--- src/rtl/asic_uart_tx.sv ---
// asic_uart_tx: FIFO-buffered 8N1 UART transmitter fed by the core's output-port stores
//   clk        : system clock, all state on rising edge
//   reset      : asynchronous active-low reset
//   wr_en      : core write strobe (push when not full)
//   wr_data    : byte to queue, captured only on an accepted push
//   full       : FIFO holds FIFO_DEPTH entries
//   fifo_count : bytes queued, excluding the one being shifted out
//   busy       : transmitter FSM not idle
//   overflow   : sticky, a write arrived while full (cleared only by reset)
//   tx         : registered serial line, idles high
//   tx_done    : one-cycle pulse on the last cycle of each stop bit
module asic_uart_tx #(
  parameter int CLKS_PER_BIT = 16,
  parameter int FIFO_DEPTH   = 4,
  parameter int CNT_W        = 3
) (
  input  logic             clk,
  input  logic             reset,
  input  logic             wr_en,
  input  logic [7:0]       wr_data,
  output logic             full,
  output logic [CNT_W-1:0] fifo_count,
  output logic             busy,
  output logic             overflow,
  output logic             tx,
  output logic             tx_done
);
  localparam int PW = $clog2(FIFO_DEPTH);
  localparam int BW = $clog2(CLKS_PER_BIT);
  localparam logic [1:0] IDLE  = 2'd0;
  localparam logic [1:0] START = 2'd1;
  localparam logic [1:0] DATA  = 2'd2;
  localparam logic [1:0] STOP  = 2'd3;
  logic [1:0]    state;
  logic [7:0]    mem [FIFO_DEPTH];
  logic [PW-1:0] wr_ptr, rd_ptr;
  logic [7:0]    shift;
  logic [BW-1:0] baud_cnt;
  logic [2:0]    bit_cnt;
  logic          baud_last, push, pop;
  assign baud_last = baud_cnt == BW'(CLKS_PER_BIT - 1);
  assign full      = fifo_count == CNT_W'(FIFO_DEPTH);
  assign push      = wr_en && !full;
  // The head is taken either from idle or at the very end of a stop bit,
  // which is what makes back-to-back frames contiguous.
  assign pop       = (state == IDLE || (state == STOP && baud_last)) && fifo_count != '0;
  assign busy      = state != IDLE;
  assign tx_done   = state == STOP && baud_last;
  always_ff @(posedge clk)
    if (push) mem[wr_ptr] <= wr_data;
  always_ff @(posedge clk or negedge reset) begin
    if (!reset) begin
      state      <= IDLE;
      wr_ptr     <= '0;
      rd_ptr     <= '0;
      fifo_count <= '0;
      overflow   <= 1'b0;
      shift      <= '0;
      baud_cnt   <= '0;
      bit_cnt    <= '0;
      tx         <= 1'b1;
    end else begin
      if (push) wr_ptr <= wr_ptr + 1'b1;
      if (pop) rd_ptr <= rd_ptr + 1'b1;
      fifo_count <= (push && !pop) ? fifo_count + 1'b1 :
                    (!push && pop) ? fifo_count - 1'b1 : fifo_count;
      overflow   <= overflow || (wr_en && full);
      // tx follows the state one cycle late so it comes straight from a flop
      tx         <= state == START ? 1'b0 : state == DATA ? shift[0] : 1'b1;
      baud_cnt   <= (state == IDLE || baud_last) ? '0 : baud_cnt + 1'b1;
      case (state)
        IDLE:
          if (pop) begin
            shift <= mem[rd_ptr];
            state <= START;
          end
        START:
          if (baud_last) begin
            bit_cnt <= '0;
            state   <= DATA;
          end
        DATA:
          if (baud_last) begin
            shift   <= shift >> 1;
            bit_cnt <= bit_cnt + 1'b1;
            if (bit_cnt == 3'd7) state <= STOP;
          end
        STOP:
          if (baud_last) begin
            if (pop) shift <= mem[rd_ptr];
            state <= pop ? START : IDLE;
          end
      endcase
    end
  end
endmodule
--- config.mk ---
export PLATFORM = sky130hd
export DESIGN_NAME = asic_uart_tx
export DESIGN_NICKNAME = d
export VERILOG_FILES = /design/src/rtl/asic_uart_tx.sv
export SDC_FILE = /design/constraint.sdc
export NUM_CORES = 1
export LEC_CHECK = 0
export BUFFER_PORTS_ARGS = -buffer_cell sky130_fd_sc_hd__buf_2
export CAP_MARGIN = 0
export CORE_MARGIN = 2
export CORE_UTILIZATION = 57
export CTS_CLUSTER_SIZE = 30
export DETAILED_ROUTE_END_ITERATION = 8
export PLACE_DENSITY = 0.76
export SKIP_LAST_GASP = 1
export SYNTH_ARGS = -nofsm -noshare
export SYNTH_HDL_FRONTEND = slang
export SYNTH_SLANG_ARGS = --single-unit
--- constraint.sdc ---
create_clock -name clk -period 4.43 [get_ports clk]
set_clock_uncertainty 0.1 [all_clocks]
set_input_delay 0.443 -clock clk [delete_from_list [all_inputs] [get_ports clk]]
set_output_delay 0.443 -clock clk [all_outputs]
set_load 0.05 [all_outputs]
==> reports/summary.json <==
{
  "routing": {
    "routed_via_density": 5.483,
    "met3RoutedLength_um": 131,
    "drt_first_pass_iters": 4,
    "drt-met1-wl_mm": 1.719,
    "route.final.wire_length_mm": 3.832,
    "final_antenna_net_count": 0,
    "drc": 0,
    "initialDrtViolationCount": 68,
    "wl_per_cell_um": 16.10,
    "via_count": 1305,
    "routed.top_layer": "met4",
    "routed-wl-met2_mm": 1.925
  },
  "timing": {
    "tightestPinTransition_ns": 0.6071,
    "slew_headroom_pct": 59.52,
    "hold_ws_ns": 0.01296,
    "achievable-frequency_mhz": 414.2,
    "finalWorstSetupSlack_ns": 2.016,
    "final.period_utilization_pct": 54.50,
    "finalMaxSlewViolations": 0,
    "final.min_clock_period_ns": 2.414,
    "rsz0062_at_grt": "false",
    "count_of_endpoints_failing_setup_in_the_final_report": 0,
    "report.final.hold_viol_count": 0,
    "accumulated_negative_setup_slack_ns": 0
  },
  "logic_synthesis": {
    "synthesis.instances": 158,
    "synth_enable_flop_cells": 32,
    "synth.avg_cell_area_um2": 16.36,
    "synth_top_cells_by_area": "sky130_fd_sc_hd__edfxtp_1, sky130_fd_sc_hd__dfrtp_1, sky130_fd_sc_hd__ha_1, sky130_fd_sc_hd__mux4_2, sky130_fd_sc_hd__mux2_4",
    "synth.cell_area_um2": 2585,
    "synth_top_area_share_pct": 37.17,
    "synthArstFlopShare_pct": 44.83,
    "synth.largest_area_cell": "sky130_fd_sc_hd__edfxtp_1",
    "synthFlopType": "sky130_fd_sc_hd__edfxtp_1",
    "syn_nets": 183,
    "yosys_register_bits": 58,
    "count_of_distinct_cell_types_in_the_synthesized_netlist": 37,
    "synth_sequential_area_ratio_pct": 62.39,
    "yosysWarningCount": 0
  },
  "clocking": {
    "htree_levels": 3,
    "postCtsSetupRepairBufs": 0,
    "clock_path_buffers": 2,
    "clock_insertion_delay_worst_skew_ns": 0.32,
    "path_clk_slew_ns": 0.06,
    "cts.sinks": 58,
    "cts_hold_buffers": 0,
    "clock_tree_from_tritoncts": "yes",
    "resized_cells_post_cts": 0,
    "clk_root_buffer_cell": "sky130_fd_sc_hd__clkbuf_8",
    "numCtsBuffers": 9
  },
  "placement": {
    "placement.setup.worst_slack_ns": 2.018,
    "place_hpwl_mm": 2.759,
    "placement.io_buffers": 18,
    "final_weighted_congestion_of_routability_driven_global_placement": 0.6782
  },
  "worst_setup_path": {
    "worstPathArrival_ns": 2.56,
    "timing.reg2reg.worst_path_depth": 10,
    "worstSetupStartpointType": "flip-flop",
    "timing.critical_path.fanout_max": 6,
    "critical_path.reg2reg.endpoint": "fifo_count[2]",
    "reg2reg_setup_slack_ns": 2.02,
    "timing_worst_setup_path_type": "flip-flop to flip-flop",
    "worst_setup_path_end_kind": "flip-flop",
    "origin_of_the_critical_flop_to_flop_path": "state[0]",
    "cp_data_required_time_ns": 4.58,
    "crit_start": "state[0]"
  },
  "cells_and_area": {
    "num_antenna_cells": 0,
    "number_of_fill_cells": 301,
    "multiInputGateArea_um2": 895.9,
    "share_of_the_core_filled_with_cells_in_the_final_layout_pct": 66.09,
    "drive_above_1_share_pct": 29.57,
    "seqCellArea_um2": 1613,
    "fin_nets": 206,
    "syn2layout_area_growth_pct": 11.33
  },
  "floorplanning": {
    "fp-row-count": 24,
    "top_level_ports": 19,
    "floorplan.die_area_um2": 5089,
    "initial_util_pct": 59.37,
    "fp.coreArea_um2": 4354,
    "die_height_um": 71.34,
    "die_width_um": 71.34
  },
  "outcome": {
    "status": "finished, final reports clean"
  },
  "grt": {
    "grt_first_pass_wirelength_mm": 6.603,
    "grt_max_degree": 27,
    "sum_of_overflow_across_all_layers_after_global_routing": 0,
    "via_count_of_the_first_global_routing_pass": 1379,
    "grt_antenna_before_repair": 0,
    "groute.usage.overall_pct": 17.65
  },
  "power": {
    "leakagePower_nw": 1.172,
    "ir_worst_vdd_v": 0.0003899,
    "total_power_mw": 2.128,
    "power.density_nw_per_um2": 739.4
  },
  "hold_path": {
    "worstHoldPathType": "input port to asynchronous set/reset pin"
  },
  "job": {
    "timing.max_cap.violations": 0
  }
}
==> layout make-up <==
cell class	count	area share, %
sequential	58	56.04
timing repair buffer	18	3.130
multi-input combinational	86	31.13
tap	52	2.261
inverter	8	1.043
clock inverter	7	2.087
clock buffer	9	4.304
==> cells in the final DEF, fill, tap and decap left out, types with 2 or more instances in the layout <==
cell	Yosys	layout
sky130_fd_sc_hd__xor2_1	3	3
sky130_fd_sc_hd__a32o_1	2	2
sky130_fd_sc_hd__and2_1	4	4
sky130_fd_sc_hd__nor3b_1	3	3
sky130_fd_sc_hd__inv_1	8	8
sky130_fd_sc_hd__nor3_1	2	2
sky130_fd_sc_hd__mux2_4	7	7
sky130_fd_sc_hd__buf_2	1	18
sky130_fd_sc_hd__dfrtp_1	25	25
sky130_fd_sc_hd__a21o_1	2	2
sky130_fd_sc_hd__nand2_1	7	7
sky130_fd_sc_hd__nor2b_1	2	2
sky130_fd_sc_hd__xnor2_1	4	4
sky130_fd_sc_hd__mux4_2	6	6
sky130_fd_sc_hd__a21oi_1	2	2
sky130_fd_sc_hd__mux4_1	2	2
sky130_fd_sc_hd__nor2_1	2	2
sky130_fd_sc_hd__clkinv_2	0	3
sky130_fd_sc_hd__mux2i_1	2	2
sky130_fd_sc_hd__clkinv_1	0	2
sky130_fd_sc_hd__clkbuf_8	0	9
sky130_fd_sc_hd__mux2_2	7	7
sky130_fd_sc_hd__o21ai_0	4	4
sky130_fd_sc_hd__ha_1	13	13
sky130_fd_sc_hd__edfxtp_1	32	32
==> synthesized netlist by cell type (all sizes together) (2+ instances only) <==
library cell	count
dfrtp	25
nor2b	2
nor3	2
nor3b	3
nor2	2
xor2	3
a21o	2
clkbuf	2
mux2i	2
buf	4
mux4	8
a21oi	3
and2	4
edfxtp	32
inv	8
nand2	7
mux2	14
xnor2	4
a32o	2
o21ai	5
ha	13
==> state kept, by name (all words and copies together) (netlist names) <==
signal,count
bit_cnt,3
wr_ptr,2
tx,1
baud_cnt,4
state,2
fifo_count,3
rd_ptr,2
mem,32
overflow,1
shift,8
==> layer usage <==
| metal | GRT usage [%] | vias up |
|---|---|---|
| met3 | 5.485 | 7 |
| met5 | 0 | - |
| met4 | 7.966 | 0 |
| li1 | - | 629 |
| met2 | 27.98 | 24 |
| met1 | 22.50 | 645 |
==> how the worst max path moves through the flow <==
| stage | endpoint | slack (ns) | cells after the start |
|---|---|---|---|
| after CTS | fifo_count[2] | 2.00 | 10 |
| after global routing | fifo_count[2] | 1.83 | 10 |
| after detailed placement | fifo_count[2] | 2.02 | 10 |
| final | fifo_count[2] | 2.02 | 10 |
| after global placement | fifo_count[2] | 2.12 | 10 |
| after floorplan | fifo_count[1] | 1.0 | 7 |
==> per-stage QoR <==
stage               std cells  cell area [µm²]
floorplan                 158             2585
global placement          222             2694
global route              238             2878
finish                    238             2878
detailed placement        222             2694
CTS                       238             2878
==> logic make-up (layout without fill, tap and decap cells) <==
logic type / count (synthesis) / count (layout) / synth area share, %
xor gates and xnor gates: 7 / 7 / 2.372
AOI/OAI and AO/OA: 17 / 17 / 4.986
and+or+nand+nor: 24 / 24 / 5.083
adders and majority gates: 14 / 14 / 7.067
buffers and inverters: 14 / 42 / 2.952
DFF: 58 / 58 / 62.39
muxes: 24 / 24 / 15.15
==> power breakdown <==
part	switching, mW	internal (mW)
clock network	0.196	0.252
registers	0.131	0.753
logic	0.413	0.382
==> worst max-delay path, stage by stage, from the launching register on <==
cell and delay (ns):
sky130_fd_sc_hd__dfrtp_1 0.44, sky130_fd_sc_hd__ha_1 0.26, sky130_fd_sc_hd__and4_1 0.22, sky130_fd_sc_hd__o21a_1 0.22, sky130_fd_sc_hd__inv_1 0.07, sky130_fd_sc_hd__ha_1 0.17, sky130_fd_sc_hd__inv_1 0.06, sky130_fd_sc_hd__fa_1 0.37
sky130_fd_sc_hd__xor2_1 0.15, sky130_fd_sc_hd__nor2_1 0.11, sky130_fd_sc_hd__xor2_1 0.16
(Power assumes the default switching activity.)
